### src/rtl/fp32_mul_arbiter.sv
// Round-robin arbiter sharing one external combinational fp32 multiplier between NUM_REQ requesters.
// Two-stage register pipeline; optional perf counters when FP_MUL_ARB_PERF_EN is defined.
module fp32_mul_arbiter #(
  parameter int NUM_REQ = 4,
  parameter int ID_W    = 2
) (
  input  logic                   clk,
  input  logic                   rst,
  input  logic [NUM_REQ-1:0]     req_valid,
  output logic [NUM_REQ-1:0]     req_ready,
  input  logic [32*NUM_REQ-1:0]  req_a,
  input  logic [32*NUM_REQ-1:0]  req_b,
  output logic [31:0]            mul_a,
  output logic [31:0]            mul_b,
  input  logic [31:0]            mul_product,
  output logic                   rsp_valid,
  input  logic                   rsp_ready,
  output logic [31:0]            rsp_data,
  output logic [ID_W-1:0]        rsp_id
`ifdef FP_MUL_ARB_PERF_EN
  ,
  output logic [31:0]            perf_ops,
  output logic [31:0]            perf_stall
`endif
);

  // valid/ready: a transfer happens on an edge where both are high; a raised valid
  // holds with stable data until accepted, and req_ready may follow req_valid combinationally.

  logic                 s1_v_q, s2_v_q;
  logic [31:0]          s1_a_q, s1_b_q, s2_data_q;
  logic [ID_W-1:0]      s1_id_q, s2_id_q;
  logic [ID_W-1:0]      rr_ptr_q, rr_ptr_d;
  logic                 any_grant, s1_ld, s2_ld;
  logic [ID_W-1:0]      grant_idx;
  logic [31:0]          gnt_a, gnt_b;

  // Scan from rr_ptr upward, wrapping, and grant the first valid requester.
  always_comb begin : arb
    int idx;
    any_grant = 1'b0;
    grant_idx = '0;
    idx       = 0;
    for (int k = 0; k < NUM_REQ; k++) begin
      idx = int'(rr_ptr_q) + k;
      if (idx >= NUM_REQ) idx = idx - NUM_REQ;
      if (!any_grant && req_valid[idx]) begin
        any_grant = 1'b1;
        grant_idx = idx[ID_W-1:0];
      end
    end
  end

  assign gnt_a    = req_a[32*grant_idx +: 32];
  assign gnt_b    = req_b[32*grant_idx +: 32];
  assign rr_ptr_d = (grant_idx == ID_W'(NUM_REQ-1)) ? '0 : grant_idx + 1'b1;

  assign s2_ld = s1_v_q && (!s2_v_q || rsp_ready);
  assign s1_ld = any_grant && (!s1_v_q || s2_ld);

  always_comb begin
    req_ready = '0;
    if (s1_ld && !rst) req_ready[grant_idx] = 1'b1;
  end

  always_ff @(posedge clk) begin
    if (rst) begin
      s1_v_q    <= 1'b0;
      s2_v_q    <= 1'b0;
      s1_a_q    <= '0;
      s1_b_q    <= '0;
      s1_id_q   <= '0;
      s2_data_q <= '0;
      s2_id_q   <= '0;
      rr_ptr_q  <= '0;
    end else begin
      if (s2_ld) begin
        s2_data_q <= mul_product;
        s2_id_q   <= s1_id_q;
        s2_v_q    <= 1'b1;
      end else if (rsp_ready) begin
        s2_v_q    <= 1'b0;
      end
      if (s1_ld) begin
        s1_a_q   <= gnt_a;
        s1_b_q   <= gnt_b;
        s1_id_q  <= grant_idx;
        s1_v_q   <= 1'b1;
        rr_ptr_q <= rr_ptr_d;
      end else if (s2_ld) begin
        s1_v_q   <= 1'b0;
      end
    end
  end

  assign mul_a     = s1_a_q;
  assign mul_b     = s1_b_q;
  assign rsp_valid = s2_v_q && !rst;
  assign rsp_data  = s2_data_q;
  assign rsp_id    = s2_id_q;

`ifdef FP_MUL_ARB_PERF_EN
  logic [31:0] perf_ops_q, perf_stall_q;

  // Both counters wrap naturally at 32 bits.
  always_ff @(posedge clk) begin
    if (rst) begin
      perf_ops_q   <= '0;
      perf_stall_q <= '0;
    end else begin
      if (s1_ld) perf_ops_q <= perf_ops_q + 32'd1;
      if (|req_valid && !s1_ld) perf_stall_q <= perf_stall_q + 32'd1;
    end
  end

  assign perf_ops   = perf_ops_q;
  assign perf_stall = perf_stall_q;
`endif

endmodule

### config.mk
export PLATFORM = sky130hd
export DESIGN_NAME = fp32_mul_arbiter
export DESIGN_NICKNAME = d
export VERILOG_FILES = /design/src/rtl/fp32_mul_arbiter.sv
export SDC_FILE = /design/constraint.sdc
export NUM_CORES = 1
export LEC_CHECK = 0
export CORE_AREA = 8 8 147 149
export CTS_BUF_LIST = sky130_fd_sc_hd__clkbuf_2 sky130_fd_sc_hd__clkbuf_4 sky130_fd_sc_hd__clkbuf_8
export DETAILED_ROUTE_END_ITERATION = 16
export DIE_AREA = 0 0 155 157
export PLACE_DENSITY = 0.69
export SYNTH_ARGS = -nofsm -noshare
export SYNTH_HDL_FRONTEND = slang
export SYNTH_SLANG_ARGS = --single-unit
### constraint.sdc
create_clock -name clk -period 5 [get_ports clk]
set_input_delay 0.5 -clock clk [delete_from_list [all_inputs] [get_ports clk]]
set_output_delay 0.5 -clock clk [all_outputs]
set_load 0.03 [all_outputs]
After elaboration in Yosys (flattened, before gate mapping)
Cells that the tools add are included. Widths: inputs -> output; s select.

Equal/unequal tests: 1. Reduce and logical (&&, ||, !) cells: 18. $lt $le $gt $ge: 10. Shift-type cells: 2. Muxes and demuxes: 32. Add/sub/neg operators: 8.

Operator list (count): $shiftx 128x8->32 (2); $lt 32x4->1 const B (4); $mux 32 (4); $mux 1 (17); $sub 3x3->4 const B (3); $mux 2 (5); $ge 3x3->1 const B (3); $bmux 1 s2 (4); $logic_and 1x1->1 (8); $add 2x2->3 const B (2); $logic_not 1->1 (6); $mux 4 (1); $reduce_bool 2->1 (2); $sub 2x3->4 const B (1); $add 2x1->3 const B (1); $ge 2x3->1 const B (1); $lt 2x3->1 const B (1); $add 2x1->2 const B (1); $demux 1 s2 (1); $eq 2x2->1 const B (1); $ge 2x1->1 const B (1); $logic_or 1x1->1 (2).

Register bits after elaboration: 104. Output and inout port bits: 103. Logic and storage cells: 79. Input port bits: 295.

Longest topological paths before layout
Depth in word-level cells: 20. Depth in mapped cells: 9. Mapped depth without buffers: 6.

Worst setup path after synthesis
No wires, ideal clock.

Kind: input port to output port. Start: input req_valid[2]. End: output req_ready[1]. Path slack: 2.598 ns. Data arrival time: 1.902 ns. Stages: 6. Path through: nor2b_1 a311o_2 and2_4 buf_6 buf_6 nor2_1.

Longest elaborated chain between the ends: 18. Elaborated cells on any way between the ends: 34.

RTL lines: start: declaration (RTL line 9) `input logic [NUM_REQ-1:0] req_valid,`; $bmux 1 s2 (RTL line 47) `if (!any_grant && req_valid[idx]) begin`; $mux 1 (implied by the code) (2 in a row) (RTL line 47); $mux 1 (RTL line 47); $logic_not 1->1 (RTL line 47); $logic_and 1x1->1 (RTL line 47); $mux 1 (RTL line 47); $logic_not 1->1 (RTL line 47); $logic_and 1x1->1 (RTL line 47); $mux 1 (RTL line 47); $logic_not 1->1 (RTL line 47); $logic_and 1x1->1 (RTL line 47); $mux 2 (RTL line 47); $lt 2x3->1 (implied by the code) or $ge 2x1->1 (tied branches) (RTL line 63) `if (s1_ld && !rst) req_ready[grant_idx] = 1'b1;`; $logic_and 1x1->1 (implied by the code) (RTL line 63); $mux 1 (implied by the code) (RTL line 63); $demux 1 s2 (RTL line 63); $mux 4 (*) (RTL line 63); end: declaration (RTL line 10) `output logic [NUM_REQ-1:0] req_ready,`.

Every way passes the cells marked *; elsewhere a longest branch is shown, timed or not. The select of a mux whose other input is x is not followed.

Final worst setup path
Same ends and word-level chain as after synthesis.

==> results.ini <==
[run_status]
outcome=complete, no violations

[drt]
dr.pass1.iters=5
wl_per_cell_um=19.0
dr.first_iter.drc_count=250
route.vias.total=6559
via_per_inst=4.97
drcViolationCount=0
ant_nets=0
drt_wl_total_um=25000

[place]
dp_cells=1303
placed_area_sq_um=9650
dp_slack_ns=1.58
port_buffers=397
dp_hpwl_um=18800
gp_congestion=0.830

[power_and_ir_drop]
leakagePower_nw=3.62
power_frac_seq=0.355
peakVddDrop_mv=0.172
power.density_cell_area_nw_per_um2=294
intPower_mw=1.77
pwr-share-comb=0.456
p_sw_frac=0.390
switchingPower_mw=1.13
p_total_mw=2.90
power.clock.fraction=0.189

[finish]
nets=1346
areaGrowthSynthToFinish_pct=78.7
fin_cells=1320
final_util=0.513
final_area_sq_um=9860
drive_gt1_frac=0.0351

[logic_synthesis]
syn_nets=998
synth.area.top_cells=dfxtp_1 (38%), nand2_1 (9.2%), a22oi_1 (7.9%), o211ai_1 (7.9%), and3_1 (6.7%)
yosysSeqAreaShare=0.377
synth_edf_count=0
avgSynthCellArea_sq_um=7.87
syn_area_sq_um=5520
synth_top_area_frac=0.377
synth_top_area_cell=dfxtp_1
ys.flop_type=dfxtp_1
yosysWarnings=0
yosysUniqueCellTypes=38
async_flop_share=0
syn_inst=701
synth-seq-cells=104

[cts]
postCtsSetupRepairBufs=0
ctsResizeCount=0
cts_tree=yes
cts.sinks=104
hold_buffers=0
cts_buffers=9
htree_levels=3
clock_tree.buffer_depth=2
clk_pin_slew_worst_paths_ns=0.11
worst_skew_pair.late_latency_ns=0.39
root_buffer=clkbuf_8

[worst_setup_path]
cp.arrival_ns=2.91
cp_max_fo=7
crit_path_start_kind=primary input
critPathRequiredTime_ns=4.50
critPathCaptureType=output port
r2r_cells=6
crit_type=primary input to output port

[sta]
tns_ns=0
drv_slew=0
fin_ws_ns=1.59
finalCritPeriodShare=0.682
rsz0062_at_grt=no
skew_ns=0.0186
fin_crit_ns=3.41
fin_hold_ws_ns=0.458
fmax_ghz=0.293
slew_headroom=0.325
tightestPinTransition_ns=1.01
hold_violations=0
setup_viol=0

[min_path]
hold_depth=2
min_path_type=register to register

[flow_run]
cap_violations=0

[grt]
grt_max_degree=117
use_met1=0.229
grt_pass1_vias=6599
grt.overflow.total=0
grt_pass1_wl_um=37800
met2_usage=0.335
grt.met3_usage=0.0666
track_usage=0.198
antenna_found_initial=2
grt_busiest_layer=met2

[floorplan]
die_w_um=155
rows=51
initial_core_util=0.287
io-pin-count=398
coreArea_sq_um=19200
die_y_um=157
dieArea_sq_um=24300

layer usage:
metal,routed length [um],share of wire
met5,9,0.00036
met4,626,0.025
met3,2360,0.094
met2,12200,0.49
met1,9780,0.39
cells in the mapped netlist, types with 3 or more instances:
library cell and count:
a21boi_0 48, a21boi_1 10, a21oi_1 37, a22oi_1 58
and2_1 3, and3_1 59, buf_2 11, clkbuf_1 55
dfxtp_1 104, inv_1 4, mux2i_1 15, nand2_1 135
nand2b_1 3, nor2_1 9, nor2b_1 5, o211ai_1 58
o21ai_0 43, o21ai_1 16, o221ai_1 6
worst max-delay path, cell delays in order:
cell	delay [ns]
clkdlybuf4s50_1	0.51
nor2b_1	0.21
o21a_1	0.24
nor3_2	0.35
nand2_1	0.26
nor2_1	0.14
clkdlybuf4s50_1	0.70
power groups by stage:
stage | sequential (mW) | clock [mW] | combinational [mW]
floorplan | 1.27 | 0 | 0.471
global placement | 1.04 | 0 | 1.33
detailed placement | 1.04 | 0 | 1.34
CTS | 1.03 | 0.570 | 1.34
global route | 1.04 | 0.599 | 1.43
finish | 1.03 | 0.548 | 1.32
sequential cells by signal, indices dropped and copies added (netlist names):
| signal | flops |
|---|---|
| rsp_data | 32 |
| s1_v_q | 1 |
| mul_b | 32 |
| s2_v_q | 1 |
| rr_ptr_q | 2 |
| rsp_id | 2 |
| mul_a | 32 |
| s1_id_q | 2 |
cell type report:
cell class,count,area [sq um]
clock buffer,9,124
sequential,104,2080
fill,1871,9350
timing repair buffer,407,4050
clock inverter,7,76.3
tap,265,332
antenna,1,2.50
inverter,4,15.0
multi-input combinational,523,3180
cells in the final DEF (no fill, tap or decap), types with 4 or more instances in the layout:
| cell type | count |
|---|---|
| clkdlybuf4s50_1 | 397 |
| nand2_1 | 135 |
| dfxtp_1 | 104 |
| and3_1 | 59 |
| a22oi_1 | 58 |
| o211ai_1 | 58 |
| a21boi_0 | 48 |
| o21ai_0 | 43 |
| a21oi_1 | 37 |
| mux2i_1 | 15 |
| o21ai_1 | 15 |
| a21boi_1 | 10 |
| buf_4 | 10 |
| nor2_1 | 9 |
| clkbuf_8 | 9 |
| o221ai_1 | 6 |
| nor2b_1 | 4 |
| inv_1 | 4 |
path summary, 6_finish.rpt:
kind / to / slack [ns] / startpoint
max: req_ready[1] / 1.59 / req_valid[2]
min: rsp_data[0]$_SDFFE_PP0P_ / 0.46 / rsp_data[0]$_SDFFE_PP0P_
max reg2reg: mul_b[4]$_SDFFE_PP0P_ / 2.51 / rr_ptr_q[1]$_SDFFE_PP0P_
min reg2reg: rsp_data[0]$_SDFFE_PP0P_ / 0.46 / rsp_data[0]$_SDFFE_PP0P_
cells by family after synthesis:
logic type,after synthesis,share of synthesized area
flip-flops,104,0.377
AND/OR/NAND/NOR,223,0.190
adder cells (fa/ha/maj),2,0.00454
AO/OA/AOI/OAI,283,0.344
buffers and inverters,74,0.0565
multiplexers,15,0.0272
Power figures use the tool's default switching activity.
